==> src/rtl/cache_ctrl_pkg.sv <==
// Shared definitions for the cache controller's wait/beat counter:
// terminal-mode codes, the counter state encoding and a parameter sanity helper.
package cache_ctrl_pkg;

  localparam int MODE_WRAP     = 0;
  localparam int MODE_SATURATE = 1;
  localparam int MODE_ONESHOT  = 2;

  localparam int MAX_WIDTH = 16;

  typedef enum logic [1:0] {
    ST_IDLE  = 2'd0,
    ST_COUNT = 2'd1,
    ST_HOLD  = 2'd2
  } wait_state_t;

  function automatic bit params_valid(input int width, input int mode);
    return (width >= 1) && (width <= MAX_WIDTH) &&
           (mode >= MODE_WRAP) && (mode <= MODE_ONESHOT);
  endfunction

endpackage

==> src/rtl/cache_wait_counter.sv <==
// Wait/beat counter: times memory latency and counts refill/write-back beats,
// with a run-time terminal count, load/clear controls and a one-cycle Done pulse.
module cache_wait_counter
  import cache_ctrl_pkg::*;
#(
  parameter int WIDTH           = 2,
  parameter int MODE            = 0,
  parameter int HOLD_ON_DISABLE = 0
) (
  input  logic             CLK,
  input  logic             RST,
  input  logic             Enable,
  input  logic             Clear,
  input  logic             LoadEn,
  input  logic [WIDTH-1:0] LoadVal,
  input  logic [WIDTH-1:0] TermVal,
  output logic [WIDTH-1:0] Count,
  output logic             AtTerm,
  output logic             Done,
  output logic             Busy
);

  if (!params_valid(WIDTH, MODE)) begin : g_param_error
    $error("cache_wait_counter: WIDTH must be 1..16 and MODE 0..2");
  end

  localparam bit HOLD_EN = (HOLD_ON_DISABLE != 0);

  wait_state_t      state_reg, state_next;
  logic [WIDTH-1:0] count_reg, count_next;
  logic [WIDTH-1:0] term_reg, term_next;
  logic             done_reg, done_next;
  logic             busy_reg;
  logic [WIDTH-1:0] count_inc;
  logic [WIDTH-1:0] count_disabled;
  logic             at_term;

  assign count_inc      = count_reg + WIDTH'(1);
  assign count_disabled = HOLD_EN ? count_reg : '0;
  assign at_term        = (count_reg == term_reg);

  always_comb begin
    state_next = state_reg;
    count_next = count_reg;
    term_next  = term_reg;
    done_next  = 1'b0;

    if (Clear) begin
      count_next = '0;
      state_next = ST_IDLE;
    end else if (LoadEn) begin
      // A load re-latches the terminal and may itself land on it.
      count_next = LoadVal;
      term_next  = TermVal;
      done_next  = (LoadVal == TermVal);
      state_next = Enable ? ST_COUNT : ST_IDLE;
    end else if (Enable) begin
      unique case (state_reg)
        ST_IDLE: begin
          term_next  = TermVal;
          state_next = ST_COUNT;
          if (count_reg == TermVal) begin
            done_next = 1'b1;
          end else begin
            count_next = count_inc;
            done_next  = (count_inc == TermVal);
          end
        end
        ST_COUNT: begin
          if (!at_term) begin
            count_next = count_inc;
            done_next  = (count_inc == term_reg);
          end else if (MODE == MODE_SATURATE) begin
            state_next = ST_HOLD;
          end else if (MODE == MODE_ONESHOT) begin
            count_next = '0;
            state_next = ST_HOLD;
          end else begin
            // Wrapping onto a zero terminal is itself a terminal hit.
            count_next = '0;
            done_next  = (term_reg == '0);
          end
        end
        ST_HOLD: begin
          state_next = ST_HOLD;
        end
        default: begin
          count_next = '0;
          state_next = ST_IDLE;
        end
      endcase
    end else begin
      count_next = count_disabled;
      state_next = ST_IDLE;
    end
  end

  always_ff @(posedge CLK or negedge RST) begin
    if (!RST) begin
      state_reg <= ST_IDLE;
      count_reg <= '0;
      term_reg  <= '0;
      done_reg  <= 1'b0;
      busy_reg  <= 1'b0;
    end else begin
      state_reg <= state_next;
      count_reg <= count_next;
      term_reg  <= term_next;
      done_reg  <= done_next;
      busy_reg  <= (state_next == ST_COUNT);
    end
  end

  assign Count  = count_reg;
  assign AtTerm = at_term;
  assign Done   = done_reg;
  assign Busy   = busy_reg;

endmodule

==> config.mk <==
export PLATFORM = sky130hd
export DESIGN_NAME = cache_wait_counter
export DESIGN_NICKNAME = d
export VERILOG_FILES = /design/src/rtl/cache_ctrl_pkg.sv /design/src/rtl/cache_wait_counter.sv
export SDC_FILE = /design/constraint.sdc
export NUM_CORES = 1
export LEC_CHECK = 0
export CAP_MARGIN = 20
export CORE_AREA = 2 2 39 41
export DETAILED_ROUTE_END_ITERATION = 6
export DIE_AREA = 0 0 41 43
export MAX_ROUTING_LAYER = met4
export PLACE_DENSITY = 0.68
export SETUP_SLACK_MARGIN = 0.3
export SLEW_MARGIN = 5
export SYNTH_ARGS = -nofsm -noshare
export SYNTH_HDL_FRONTEND = slang
export SYNTH_SLANG_ARGS = --single-unit
==> constraint.sdc <==
create_clock -name CLK -period 3.3 [get_ports CLK]
set_input_delay 0.495 -clock CLK [delete_from_list [all_inputs] [get_ports CLK]]
set_output_delay 0.495 -clock CLK [all_outputs]
set_load 0.01 [all_outputs]
==> summary.txt, run 1 <==
outcome - completed
WS Path Type - register to output pin
# rows - 14
placer's final routability congestion estimate - 0.796
logic gate share of total power - 27.5%
synth warn - 0
CP max FO - 7
Finished Core Util - 50.3%
largest net degree at the start of global routing - 10
Initial Utilization - 38.1%
vias in the first global route - 416
Slew @ Worst Pin - 0.360 ns
chip width - 41 um
Inserted Diodes - 0
Avg Inst Size Synth - 9.94 um^2
unrepaired setup endpoints after global routing - no
cell taking the most area after synthesis - dfrtp_1
Clk Latency, worst-skew pair - 0.26 ns
cts hold-fix bufs - 0
CTS HTree Levels - 1
Place WS - 1.09 ns
clock skew - 0.00748 ns
leakage power - 0.285 nW
CTS tree - yes
startpoint types - register
internal power - 0.188 mW
via count - 455
Max Slew Vio Count - 0
IO buf count - 13
Hold Slack - 0.513 ns
Synth area leaders - dfrtp_1 38%, xnor2_1 6.7%, nor2b_1 4.8%
post-synth cell types - 26
clock power share - 28.5%
PD cells - 379 mW/mm^2
Final Setup Violations - 0
Synth Flop Type - dfrtp_1
slowest CP cell - clkdlybuf4s50_1
Die Height - 43 um
Post-Syn Area - 527 um^2
Longest Clk Path Bufs - 2
Final nets - 79
Largest delay share family, worst path - buffers and inverters
crit end category - output pin
Tcrit/Tclk final - 69.6%
Peak VDD IR - 0.000288 V
DRC Markers - 0
drt wl/cell - 13.8 um
Initial DRC Count - 11
Mapped Nets - 62
post-synth top area share - 38.0%
worst hold path class - primary input to asynchronous set/reset pin
Setup TNS Final - 0 ns
Post-CTS Resized - 0
share of layout cells above drive strength 1 - 13.2%
GRT Util Overall - 17.3%
Sw Share - 28.5%
Vias/cell - 5.42
first-pass GRT wire length - 1.86 mm
Psw - 0.0752 mW
sequential share of power - 44.0%
Max-cap violations - 0
# clock sinks - 8
GRT overflow - 0
DRT Wirelength - 1.16 mm
Clock Tree Root - clkbuf_4
post-layout min period - 2.30 ns
#FFs+latches synth - 8
post-CTS setup buffers - 0
ANT nets after route - 0
die area - 0.00176 mm^2
sequential fraction of the synthesis area - 38.0%
number of synthesized flops with an enable pin - 0
slew margin rel. - 76.0%
WP buf/inv - 1
area grow syn2layout - 32.1%
worst path required time - 2.80 ns
setup slack after layout - 1.00 ns
Arr. time, crit path - 1.80 ns
IO Pins - 14
hpwl dp - 884 um
Post-Syn Instances - 53
CTS clk-pin slew, worst paths - 0.06 ns
Num CTS Buffers - 3
worst path cell trace - xnor2_1, nor2b_1, clkdlybuf4s50_1
core area - 0.00138 mm^2
Fin. Hold Viols - 0
Async SR Flop Fraction - 100%
Detailed Routing Iterations Pass 1 - 4
initial antenna violation count - 0
fmax - 435 MHz
slowest stage delay, CP - 0.54 ns
[power groups by stage]
stage	Sequential (mW)	Combinational, mW	Clock [mW]
floorplan	0.116	0.0395	0
CTS	0.116	0.0732	0.0784
detailed placement	0.118	0.0724	0
finish	0.116	0.0725	0.0752
global placement	0.117	0.0721	0
global route	0.117	0.0784	0.0873
[worst paths after layout]
kind / from / to / slack, ns / cells after the start
setup / recovery: Count[1] / AtTerm / 1.00 / 3
hold / removal: RST / term_reg[0] / 0.51 / 1
setup reg to reg: state_reg[1] / Count[1] / 1.74 / 4
hold reg to reg: term_reg[1] / term_reg[1] / 0.57 / 1
max in group asynchronous: RST / term_reg[1] / 2.52 / 1
min in group CLK: term_reg[1] / term_reg[1] / 0.57 / 1
[area by class of cell]
| class | instances | area (um^2) |
|---|---|---|
| clock buffer | 3 | 22.5 |
| fill | 139 | 688 |
| inverter | 5 | 18.8 |
| multi-input combinational | 39 | 304 |
| sequential | 8 | 200 |
| tap | 16 | 20.0 |
| timing repair buffer | 13 | 130 |
[routing by layer]
layer  global-route usage, %  vias to the layer above  routed length [um]
met3                    6.28                        4                  90
met1                    19.4                      210                 462
met4                    12.0                        0                  34
met2                    24.4                       22                 573
li1                        -                      219                   -
met5                       -                        -                   0
[cells by family after synthesis]
| kind of cell | share of synthesized area [%] |
|---|---|
| compound gates | 23.3 |
| xor+xnor | 9.98 |
| buf+inv | 4.28 |
| flops | 38.0 |
| mux | 6.18 |
| simple gates | 18.3 |
[stage by stage]
step | cell area (um^2) | instances | power (mW)
4_1_cts | 696 | 84 | 0.267
5_1_grt | 696 | 84 | 0.283
3_3_place_gp | 673 | 81 | 0.189
2_1_floorplan | 527 | 53 | 0.156
3_5_place_dp | 673 | 81 | 0.190
6_report | 696 | 84 | 0.264
[worst register-to-register path, cell delays in order, from the launching register on]
cell	delay (ns)
dfrtp_1	0.38
or4b_4	0.57
a311oi_2	0.27
o21bai_2	0.15
o2bb2ai_1	0.12
[cells in the final DEF (no fill, tap or decap), types with 2 or more instances in the layout]
master / n
mux2_2: 2
clkbuf_4: 3
o211a_1: 2
clkdlybuf4s50_1: 13
nor2b_1: 4
o21ai_0: 3
dfrtp_1: 8
o21bai_1: 2
xnor2_1: 4
nor2_1: 4
xor2_1: 2
nand2b_1: 2
inv_1: 5
[synthesized netlist by cell type, drive strengths merged (2+ instances only)]
| cell | number |
|---|---|
| dfrtp | 8 |
| inv | 5 |
| nor2 | 4 |
| nor2b | 4 |
| xnor2 | 4 |
| o21ai | 3 |
| o21bai | 3 |
| mux2 | 2 |
| nand2b | 2 |
| o211a | 2 |
| xor2 | 2 |
Note: power is estimated with default switching activity, not from simulation.
==> inputs of run 2 (changes only) <==
Clock period 3.3 ns to 2.3 ns, I/O delays scaled along.
==> summary.txt, run 2 (synthesis gave the netlist of run 1 again) <==
Num CTS Buffers - 3
fmax - 546 MHz
Arr. time, crit path - 2.02 ns
Final Non-Filler Cells - 86
crit end category - register
Clk Latency, worst-skew pair - 0.26 ns
Psw - 0.114 mW
ANT nets after route - 0
post-layout min period - 1.83 ns
Inserted Diodes - 0
Detailed Routing Iterations Pass 1 - 4
internal power - 0.278 mW
share of layout cells above drive strength 1 - 18.6%
PD cells - 542 mW/mm^2
IO Pins - 14
post-placement cell area - 681 um^2
Die Height - 43 um
core area - 0.00138 mm^2
Vias/cell - 5.42
# rows - 14
initial antenna violation count - 0
outcome - completed
Fin. Hold Viols - 0
CTS tree - yes
die area - 0.00176 mm^2
via count - 466
Final nets - 81
clock skew - 0.00851 ns
slowest CP cell - or4b_4
Initial Utilization - 38.1%
commonest non-fill, non-tap cells in the layout - 12 x clkdlybuf4s50_1, 7 x dfrtp_1, 5 x inv_1
chip width - 41 um
worst hold path class - primary input to asynchronous set/reset pin
CP max FO - 8
Clock Tree Root - clkbuf_4
WP buf/inv - 1
DRT Wirelength - 1.25 mm
CTS clk-pin slew, worst paths - 0.06 ns
Sw Share - 29.0%
drt wl/cell - 14.6 um
first-pass GRT wire length - 2.01 mm
DP Cell Count - 82
Hold Slack - 0.368 ns
IO buf count - 13
Worst R2R Path Depth - 4
area grow syn2layout - 37.1%
vias in the first global route - 440
GRT overflow - 0
Tcrit/Tclk final - 79.7%
worst path cell trace - clkdlybuf4s50_1, or4b_4, a311oi_2, o21bai_2, o2bb2ai_1
Largest delay share family, worst path - simple AND/OR/NAND/NOR gates
slew margin rel. - 74.8%
commonest non-fill, non-tap cell in the layout - clkdlybuf4s50_1
Finished Core Util - 52.2%
# clock sinks - 8
placer's final routability congestion estimate - 0.808
worst path required time - 2.49 ns
Max-cap violations - 0
CTS HTree Levels - 1
unrepaired setup endpoints after global routing - no
slowest stage delay, CP - 0.59 ns
Peak VDD IR - 0.000331 V
Max Slew Vio Count - 0
logic gate share of total power - 29.5%
final instance area - 722 um^2
Slew @ Worst Pin - 0.377 ns
Final Setup Violations - 0
Longest Clk Path Bufs - 2
clock power share - 27.9%
GRT Util Overall - 18.7%
hpwl dp - 933 um
Setup TNS Final - 0 ns
WS Path Type - primary input to register
Initial DRC Count - 14
leakage power - 0.312 nW
largest net degree at the start of global routing - 10
cell depth of the worst setup path - 5
DRC Markers - 0
startpoint types - primary input
sequential share of power - 42.6%
run 2: worst paths after layout:
| kind | slack [ns] | startpoint | end |
|---|---|---|---|
| min reg2reg | 0.61 | term_reg[0] | term_reg[0] |
| max in group asynchronous | 1.64 | RST | Count[0] |
| min in group CLK | 0.61 | term_reg[0] | term_reg[0] |
| min | 0.37 | RST | Count[1] |
| max | 0.47 | LoadEn | Count[1] |
| max reg2reg | 0.72 | state_reg[1] | Count[1] |
run 2: metrics by stage:
stage | power [mW] | worst slack (ns)
4_1_cts | 0.393 | 0.314
6_report | 0.391 | 0.468
3_5_place_dp | 0.274 | 0.229
5_1_grt | 0.420 | 0.416
2_1_floorplan | 0.223 | 0.815
3_3_place_gp | 0.273 | 0.270
run 2: final cells by class:
| class | instances | area, um^2 |
|---|---|---|
| fill | 136 | 662 |
| multi-input combinational | 39 | 312 |
| sequential | 8 | 201 |
| timing repair buffer | 15 | 148 |
| clock buffer | 3 | 22.5 |
| tap | 16 | 20.0 |
| inverter | 5 | 18.8 |
run 2: repair_timing:
item                                    in CTS  in global routing
buffers inserted                             0                  1
pin swaps                                    0                  1
resized for setup                            1                  2
endpoints found under the hold margin        0                  0
hold buffers                                 0                  0
gates cloned                                 0                  0
endpoints found under the setup margin       1                  1
run 2: layer usage:
metal,vias up,track usage (%),wire length [um]
met5,-,-,0
met4,0,12.0,30
met3,2,6.28,52
met2,15,25.6,624
met1,223,22.4,547
li1,226,-,-
run 2: worst register-to-register path, delay by kind of cell, from the launching register on:
kind / cells / cell delay, ns
compound gates: 3 / 0.56
simple gates: 1 / 0.57
flops: 1 / 0.39
run 2: power groups by stage:
| stage | sequential (mW) | clock (mW) | combinational [mW] |
|---|---|---|---|
| after floorplan | 0.166 | 0 | 0.0567 |
| after global placement | 0.167 | 0 | 0.107 |
| after detailed placement | 0.167 | 0 | 0.107 |
| after CTS | 0.166 | 0.117 | 0.110 |
| after global routing | 0.168 | 0.127 | 0.125 |
| final | 0.167 | 0.109 | 0.115 |
==> inputs of run 3 (changes only) <==
Settings changed: PLACE_DENSITY 0.68 to 0.71.
Clock period 2.3 ns to 1.5 ns, I/O delays scaled along.
==> summary.txt, run 3 (synthesis gave the netlist of run 1 again) <==
DRC Markers - 0
Vias/cell - 5.22
leakage power - 0.438 nW
largest net degree at the start of global routing - 9
clock power share - 24.6%
die area - 0.00176 mm^2
IO buf count - 13
Sw Share - 30.3%
CTS clk-pin slew, worst paths - 0.06 ns
Clk Latency, worst-skew pair - 0.26 ns
worst path required time - 1.69 ns
Inserted Diodes - 0
CP max FO - 2
WS Path Type - register to register
# clock sinks - 8
Num CTS Buffers - 3
Setup TNS Final - 0 ns
internal power - 0.481 mW
Clock Tree Root - clkbuf_4
commonest non-fill, non-tap cell in the layout - buf_4
DP Cell Count - 95
via count - 538
crit end category - register
post-layout min period - 1.48 ns
share of layout cells above drive strength 1 - 46.0%
drt wl/cell - 14.4 um
Psw - 0.210 mW
PD cells - 746 mW/mm^2
number of fill cells - 117
Initial Utilization - 38.1%
Final nets - 98
startpoint types - register
fmax - 675 MHz
first-pass GRT wire length - 2.35 mm
Longest Clk Path Bufs - 2
worst hold path class - primary input to asynchronous set/reset pin
vias in the first global route - 532
cts hold-fix bufs - 0
Max-cap violations - 0
GRT Util Overall - 21.3%
GRT overflow - 0
core area - 0.00138 mm^2
logic gate share of total power - 39.2%
clock skew - 0.0114 ns
outcome - completed
CTS HTree Levels - 1
Detailed Routing Iterations Pass 1 - 4
initial antenna violation count - 0
Final Non-Filler Cells - 103
Finished Core Util - 66.9%
Fin. Hold Viols - 0
area grow syn2layout - 75.8%
chip width - 41 um
placer's final routability congestion estimate - 0.831
commonest non-fill, non-tap cells in the layout - 15 x buf_4, 8 x dfrtp_1, 6 x buf_6
unrepaired setup endpoints after global routing - yes
Slew @ Worst Pin - 0.369 ns
Final Setup Violations - 0
IO Pins - 14
Tcrit/Tclk final - 98.7%
Die Height - 43 um
Peak VDD IR - 0.000701 V
slew margin rel. - 75.1%
Initial DRC Count - 13
CTS tree - yes
DRT Wirelength - 1.49 mm
# rows - 14
Max Slew Vio Count - 0
ANT nets after route - 0
Arr. time, crit path - 1.67 ns
sequential share of power - 36.2%
hpwl dp - 1.04 mm
post-placement cell area - 808 um^2
final instance area - 926 um^2
run 3: cell count changes in the layout (fill, tap and decap cells not counted), sizes merged:
cell           before  now
dlygate4sd2         0    4
buf                 2   22
clkdlybuf4s50      12    5
run 3: metrics by stage:
step / power, mW / worst slack, ns / hold slack, ns
finish: 0.691 / 0.0193 / 0.245
global route: 0.734 / -0.0210 / 0.266
CTS: 0.673 / -0.0921 / 0.260
detailed placement: 0.482 / -0.352 / 0.539
global placement: 0.476 / -0.348 / 0.532
floorplan: 0.364 / 0.119 / -0.0706
run 3: critical path, stage by stage, from the launching register on:
cell and delay [ns]:
dfrtp_1 0.38, or4b_4 0.49, a311oi_2 0.26, o21bai_4 0.18, o2bb2ai_2 0.11
run 3: power by group through the flow:
stage	logic (mW)	registers, mW	clock network (mW)
CTS	0.252	0.248	0.173
global route	0.293	0.252	0.189
global placement	0.227	0.249	0
detailed placement	0.232	0.251	0
floorplan	0.107	0.257	0
finish	0.271	0.250	0.170
run 3: area by class of cell:
type                       instances  area (um^2)  share of cell area, %
sequential                         8          200                   21.6
tap                               16         20.0                   2.16
inverter                           5         18.8                   2.03
clock buffer                       3         22.5                   2.43
multi-input combinational         39          382                   41.2
timing repair buffer              32          283                   30.5
run 3: worst paths after layout:
| check | startpoint | endpoint | slack, ns | depth (start not counted) |
|---|---|---|---|---|
| setup / recovery | state_reg[1] | Count[1] | 0.02 | 4 |
| hold / removal | RST | Count[0] | 0.25 | 1 |
| setup reg to reg | state_reg[1] | Count[1] | 0.02 | 4 |
| hold reg to reg | Count[0] | Count[0] | 0.68 | 3 |
| max in group asynchronous | RST | term_reg[0] | 0.97 | 1 |
| min in group CLK | Enable | state_reg[0] | 0.40 | 2 |
run 3: routing by layer:
layer / vias to the layer above / GRT usage (%) / part of all wire [%]
met2: 16 / 31.3 / 52
li1: 260 / - / -
met5: - / - / 0
met1: 258 / 25.8 / 41
met3: 4 / 9.42 / 6.0
met4: 0 / 6.00 / 1.3
run 3: timing repair:
item | in CTS | in global routing
buffers inserted | 3 | 2
endpoints found under the setup margin | 11 | 9
pin swaps | 4 | 4
resized for setup | 25 | 8
